**src/rtl/seq_detect_param_if.sv**
```systemverilog
// Bus bundle for seq_detect_param: serial input qualifiers and detector outputs.
// The master drives the sample stream and the slave (the detector) drives the results.
interface seq_detect_param_if #(
    parameter int LEN   = 4,
    parameter int CNT_W = 8
);
    localparam int FILL_W = $clog2(LEN + 1);

    logic              x;
    logic              in_valid;
    logic              ovl;
    logic              clr;
    logic              z;
    logic [CNT_W-1:0]  cnt;
    logic [FILL_W-1:0] fill;

    modport master (output x, in_valid, ovl, clr, input  z, cnt, fill);
    modport slave  (input  x, in_valid, ovl, clr, output z, cnt, fill);
endinterface

```
**src/rtl/seq_detect_param.sv**
```systemverilog
// Parametrised serial pattern detector with a registered one-cycle match pulse,
// a saturating match counter, run-time overlap selection and a synchronous clear.
module seq_detect_param #(
    parameter int             LEN     = 4,
    parameter logic [LEN-1:0] PATTERN = 4'b1010,
    parameter int             CNT_W   = 8
) (
    input  logic              clk,
    input  logic              rst,
    seq_detect_param_if.slave bus
);
    localparam int                FILL_W    = $clog2(LEN + 1);
    localparam logic [FILL_W-1:0] FILL_FULL = FILL_W'(LEN);
    localparam logic [CNT_W-1:0]  CNT_MAX   = '1;

    logic [LEN-1:0]    r_hist;
    logic [LEN-1:0]    w_hist_nxt;
    logic [LEN-1:0]    w_hist_shift;
    logic [FILL_W-1:0] r_fill;
    logic [FILL_W-1:0] w_fill_nxt;
    logic [FILL_W-1:0] w_fill_inc;
    logic [CNT_W-1:0]  r_cnt;
    logic [CNT_W-1:0]  w_cnt_nxt;
    logic              r_z;
    logic              w_z_nxt;
    logic              w_match;

    // Candidate history/fill if the current bit were accepted; the newest bit enters at the LSB.
    always_comb begin
        w_hist_shift = {r_hist[LEN-2:0], bus.x};
        w_fill_inc   = (r_fill == FILL_FULL) ? FILL_FULL : r_fill + 1'b1;
        w_match      = (w_fill_inc == FILL_FULL) && (w_hist_shift == PATTERN);
    end

    always_comb begin
        w_hist_nxt = r_hist;
        w_fill_nxt = r_fill;
        w_cnt_nxt  = r_cnt;
        w_z_nxt    = 1'b0;
        if (bus.clr) begin
            w_hist_nxt = '0;
            w_fill_nxt = '0;
            w_cnt_nxt  = '0;
        end else if (bus.in_valid) begin
            w_hist_nxt = w_hist_shift;
            w_fill_nxt = w_fill_inc;
            if (w_match) begin
                w_z_nxt = 1'b1;
                if (r_cnt != CNT_MAX) begin
                    w_cnt_nxt = r_cnt + 1'b1;
                end
                // Non-overlapping mode restarts collection so the next match needs LEN fresh bits.
                if (!bus.ovl) begin
                    w_hist_nxt = '0;
                    w_fill_nxt = '0;
                end
            end
        end
    end

    always_ff @(posedge clk or negedge rst) begin
        if (!rst) begin
            r_hist <= '0;
            r_fill <= '0;
            r_cnt  <= '0;
            r_z    <= 1'b0;
        end else begin
            r_hist <= w_hist_nxt;
            r_fill <= w_fill_nxt;
            r_cnt  <= w_cnt_nxt;
            r_z    <= w_z_nxt;
        end
    end

    assign bus.z    = r_z;
    assign bus.cnt  = r_cnt;
    assign bus.fill = r_fill;
endmodule

```
**src/flat_wrapper.sv**
```systemverilog
// flat-port wrapper written by rule: the top's interface ports become plain ports
module seq_detect_param_flat 
#(
    parameter int             LEN     = 4,
    parameter logic [LEN-1:0] PATTERN = 4'b1010,
    parameter int             CNT_W   = 8
)
  (clk, rst, bus_x, bus_in_valid, bus_ovl, bus_clr, bus_z, bus_cnt, bus_fill);
  seq_detect_param_if #(.LEN(LEN), .CNT_W(CNT_W)) bus_i ();
  input  logic clk;
  input  logic rst;
  input wire logic [$bits(bus_i.x)-1:0] bus_x;
  input wire logic [$bits(bus_i.in_valid)-1:0] bus_in_valid;
  input wire logic [$bits(bus_i.ovl)-1:0] bus_ovl;
  input wire logic [$bits(bus_i.clr)-1:0] bus_clr;
  output wire logic [$bits(bus_i.z)-1:0] bus_z;
  output wire logic [$bits(bus_i.cnt)-1:0] bus_cnt;
  output wire logic [$bits(bus_i.fill)-1:0] bus_fill;
  assign bus_i.x = bus_x;
  assign bus_i.in_valid = bus_in_valid;
  assign bus_i.ovl = bus_ovl;
  assign bus_i.clr = bus_clr;
  assign bus_z = bus_i.z;
  assign bus_cnt = bus_i.cnt;
  assign bus_fill = bus_i.fill;
  seq_detect_param #(.LEN(LEN), .PATTERN(PATTERN), .CNT_W(CNT_W)) u_core (.clk(clk), .rst(rst), .bus(bus_i));
endmodule
```
**config.mk**
```make
export PLATFORM = sky130hd
export DESIGN_NAME = seq_detect_param_flat
export DESIGN_NICKNAME = d
export VERILOG_FILES = /design/src/rtl/seq_detect_param_if.sv /design/src/rtl/seq_detect_param.sv /design/src/flat_wrapper.sv
export SDC_FILE = /design/constraint.sdc
export NUM_CORES = 1
export LEC_CHECK = 0
export BUFFER_PORTS_ARGS = -buffer_cell sky130_fd_sc_hd__buf_4
export CORE_MARGIN = 8
export CORE_UTILIZATION = 56
export CTS_BUF_LIST = sky130_fd_sc_hd__clkbuf_4 sky130_fd_sc_hd__clkbuf_8
export DETAILED_ROUTE_END_ITERATION = 10
export PLACE_DENSITY = 0.81
export SETUP_SLACK_MARGIN = 0.1
export SYNTH_ARGS = -nofsm -noshare
export SYNTH_HDL_FRONTEND = slang
export SYNTH_SLANG_ARGS = --single-unit
```
**constraint.sdc**
```tcl
create_clock -name clk -period 2.55 [get_ports clk]
set_input_delay 0.255 -clock clk [delete_from_list [all_inputs] [get_ports clk]]
set_output_delay 0.255 -clock clk [all_outputs]
set_load 0.005 [all_outputs]
```
==> flow_metrics.tcl <==
set metrics [dict create \
    p_leak_uw 0.000506 \
    drc 0 \
    grt_pass1_wl_mm 3.29 \
    netlist_instances 94 \
    place_inst 124 \
    synth_compound_area_share_pct 12.8 \
    layout_common_cells "buf_4, dfrtp_1, nor2_1" \
    min-delay-start "bus_x" \
    routed_via_density 5.88 \
    wl_per_cell_um 15.5 \
    powerDensity_nw_per_um2 407 \
    start_util_pct 59.9 \
    ys_types 36 \
    worst-endpoint-arrival_ps 2150 \
    min_period_over_period_pct 77.2 \
    synth_area_per_cell_sq_um 9.70 \
    crit_type "register to register" \
    cts_tree "yes" \
    cts_buffers 3 \
    num_vias 758 \
    clockBufferDepth 2 \
    fp.dieW_um 56.4 \
    peakVddDrop_uv 279 \
    synthAdderAreaFrac_pct 4.12 \
    drive_above_1_share_pct 27.4 \
    rsz0062_at_grt "false" \
    drt_wl_total_mm 2.00 \
    crit_fanout 7 \
    min_period_ps 1970 \
    track_usage_pct 12.6 \
    outcome "completed" \
    gr-total-overflow 0 \
    finalHoldViolCount 0 \
    critPathCaptureType "register" \
    grt_max_degree 23 \
    ios 18 \
    fin_cells 129 \
    synthXorXnorAreaFrac_pct 0 \
    synth_top_family_by_area "simple AND/OR/NAND/NOR gates" \
    syn_nets 103 \
    clock_skew_ps 4.27 \
    firstDrtPassIters 4 \
    synthMuxAreaShare_pct 11.9 \
    drtIter0Drc 15 \
    fmax_mhz 508 \
    power.total_uw 442 \
    cp-start-kind "register" \
    ant_nets 0 \
    synth_seq_cells 15 \
    rows 14 \
    slew_headroom_pct 75.7 \
    synth_area_sq_um 912 \
    root_buffer "clkbuf_4" \
    antenna_found_initial 0 \
    worst-slew-pin-transition_ps 360 \
    r2r_start "u_core.bus.fill[0]$_DFFE_PN0P_" \
    area_delta_synth_final_pct 19.2 \
    crit_required_ps 2730 \
    routabilityCongestion 0.847 \
    synth-async-reset-ratio_pct 100 \
    yosys_warnings 0 \
    finalSetupViolCount 0 \
    htreeDepth 1 \
    layout.nets 123 \
    startpoint "u_core.bus.fill[0]$_DFFE_PN0P_" \
    layout_commonest_cell "buf_4" \
    antenna_cells 0 \
    dieArea_sq_um 3180 \
    clkTransAtPathRegs_ps 90 \
    coreArea_sq_um 1520 \
    slew_viol_final 0 \
    yosysSeqAreaShare_pct 41.2 \
    clkLatencyLatePin_ps 290 \
    port_buffers 17 \
    finalSetupTns_ps 0 \
    cts.sinks 15 \
    worstHoldPathType "input port to register" \
    maxCapViolations 0 \
    die_h_um 56.4 \
    synth_ff_type "dfrtp_1" \
    grt_pass1_vias 731 \
    hpwl_mm 1.40 \
    synth_edf_count 0 \
    post-cts-setup-buffers 0 \
    synthSimpleGateAreaFrac_pct 27.0 \
]
## synthesized netlist by cell type (2+ instances only)
master / instances / area (sq um)
nor2_1: 12 / 45.0
mux2_2: 4 / 45.0
ha_1: 3 / 37.5
inv_1: 4 / 15.0
nand2_1: 6 / 22.5
nand2b_1: 2 / 12.5
mux2i_1: 3 / 30.0
nor2b_1: 6 / 37.5
a21oi_1: 3 / 15.0
nor3_1: 3 / 15.0
nor3_2: 2 / 20.0
nand3_1: 5 / 25.0
mux2_1: 3 / 33.8
dfrtp_1: 15 / 375
nor4_1: 2 / 12.5
## registers in the layout, indices dropped and copies added (netlist names)
signal,count
u_core.bus.fill,3
u_core.bus.z,1
u_core.r_hist,3
u_core.bus.cnt,8
## area by class of cell
class / count / area, sq um
clock buffer: 4 / 30.0
sequential: 15 / 375
multi-input combinational: 72 / 509
inverter: 4 / 15.0
tap: 16 / 20.0
timing repair buffer: 18 / 138
fill: 125 / 437
## stage by stage
step                      hold WS [ps]  worst slack, ps  utilization, %  cell area (sq um)
final                              231              581            71.3               1090
after global routing               258              454            71.3               1090
after CTS                          226              589            71.3               1090
after detailed placement           121              625            68.7               1050
after global placement             118              669            68.7               1050
after floorplan                  -40.6              711               -                912
## layer usage
layer | vias up | wire length, um | track usage [%] | share of wire (%)
met5 | - | 0 | 0 | 0
met3 | 4 | 77 | 2.70 | 3.8
met2 | 16 | 909 | 20.1 | 45
li1 | 375 | - | - | -
met4 | 0 | 31 | 6.19 | 1.5
met1 | 363 | 985 | 15.6 | 49
## report_power, final
part	leakage (uW)	internal, uW	switching [uW]
registers	0.000207	242	3.79
clock network	0.0000184	71.4	79.1
logic	0.000280	20.0	26.1
total	0.000506	333	109
## cell families after synthesis
kind of cell	Yosys count
AOI/OAI and AO/OA	14
muxes	10
adders and majority gates	3
buffers and inverters	7
DFF	15
and+or+nand+nor	45
## worst paths after layout
path / end / slack [ps] / cells after the start
min in group asynchronous: u_core.bus.cnt[0]$_DFFE_PN0P_ / 350 / 2
max reg2reg: u_core.bus.cnt[3]$_DFFE_PN0P_ / 580 / 6
max: u_core.bus.cnt[3]$_DFFE_PN0P_ / 580 / 6
min: u_core.r_hist[0]$_DFFE_PN0P_ / 230 / 3
min reg2reg: u_core.r_hist[2]$_DFFE_PN0P_ / 530 / 2
max in group asynchronous: u_core.bus.cnt[1]$_DFFE_PN0P_ / 2020 / 2
## worst max-delay path: stages, from the launching register on
cell and delay (ps):
dfrtp_1 400, inv_1 80, ha_1 310, and2b_1 270
o211ai_4 130, nor4_1 320, mux2_1 360
## what timing repair did
| item | in CTS | in global routing |
|---|---|---|
| hold buffers | 1 | 0 |
| endpoints found under the hold margin | 15 | 0 |
| gates resized for setup | 0 | 0 |
Note: power is estimated with default switching activity, not from simulation.
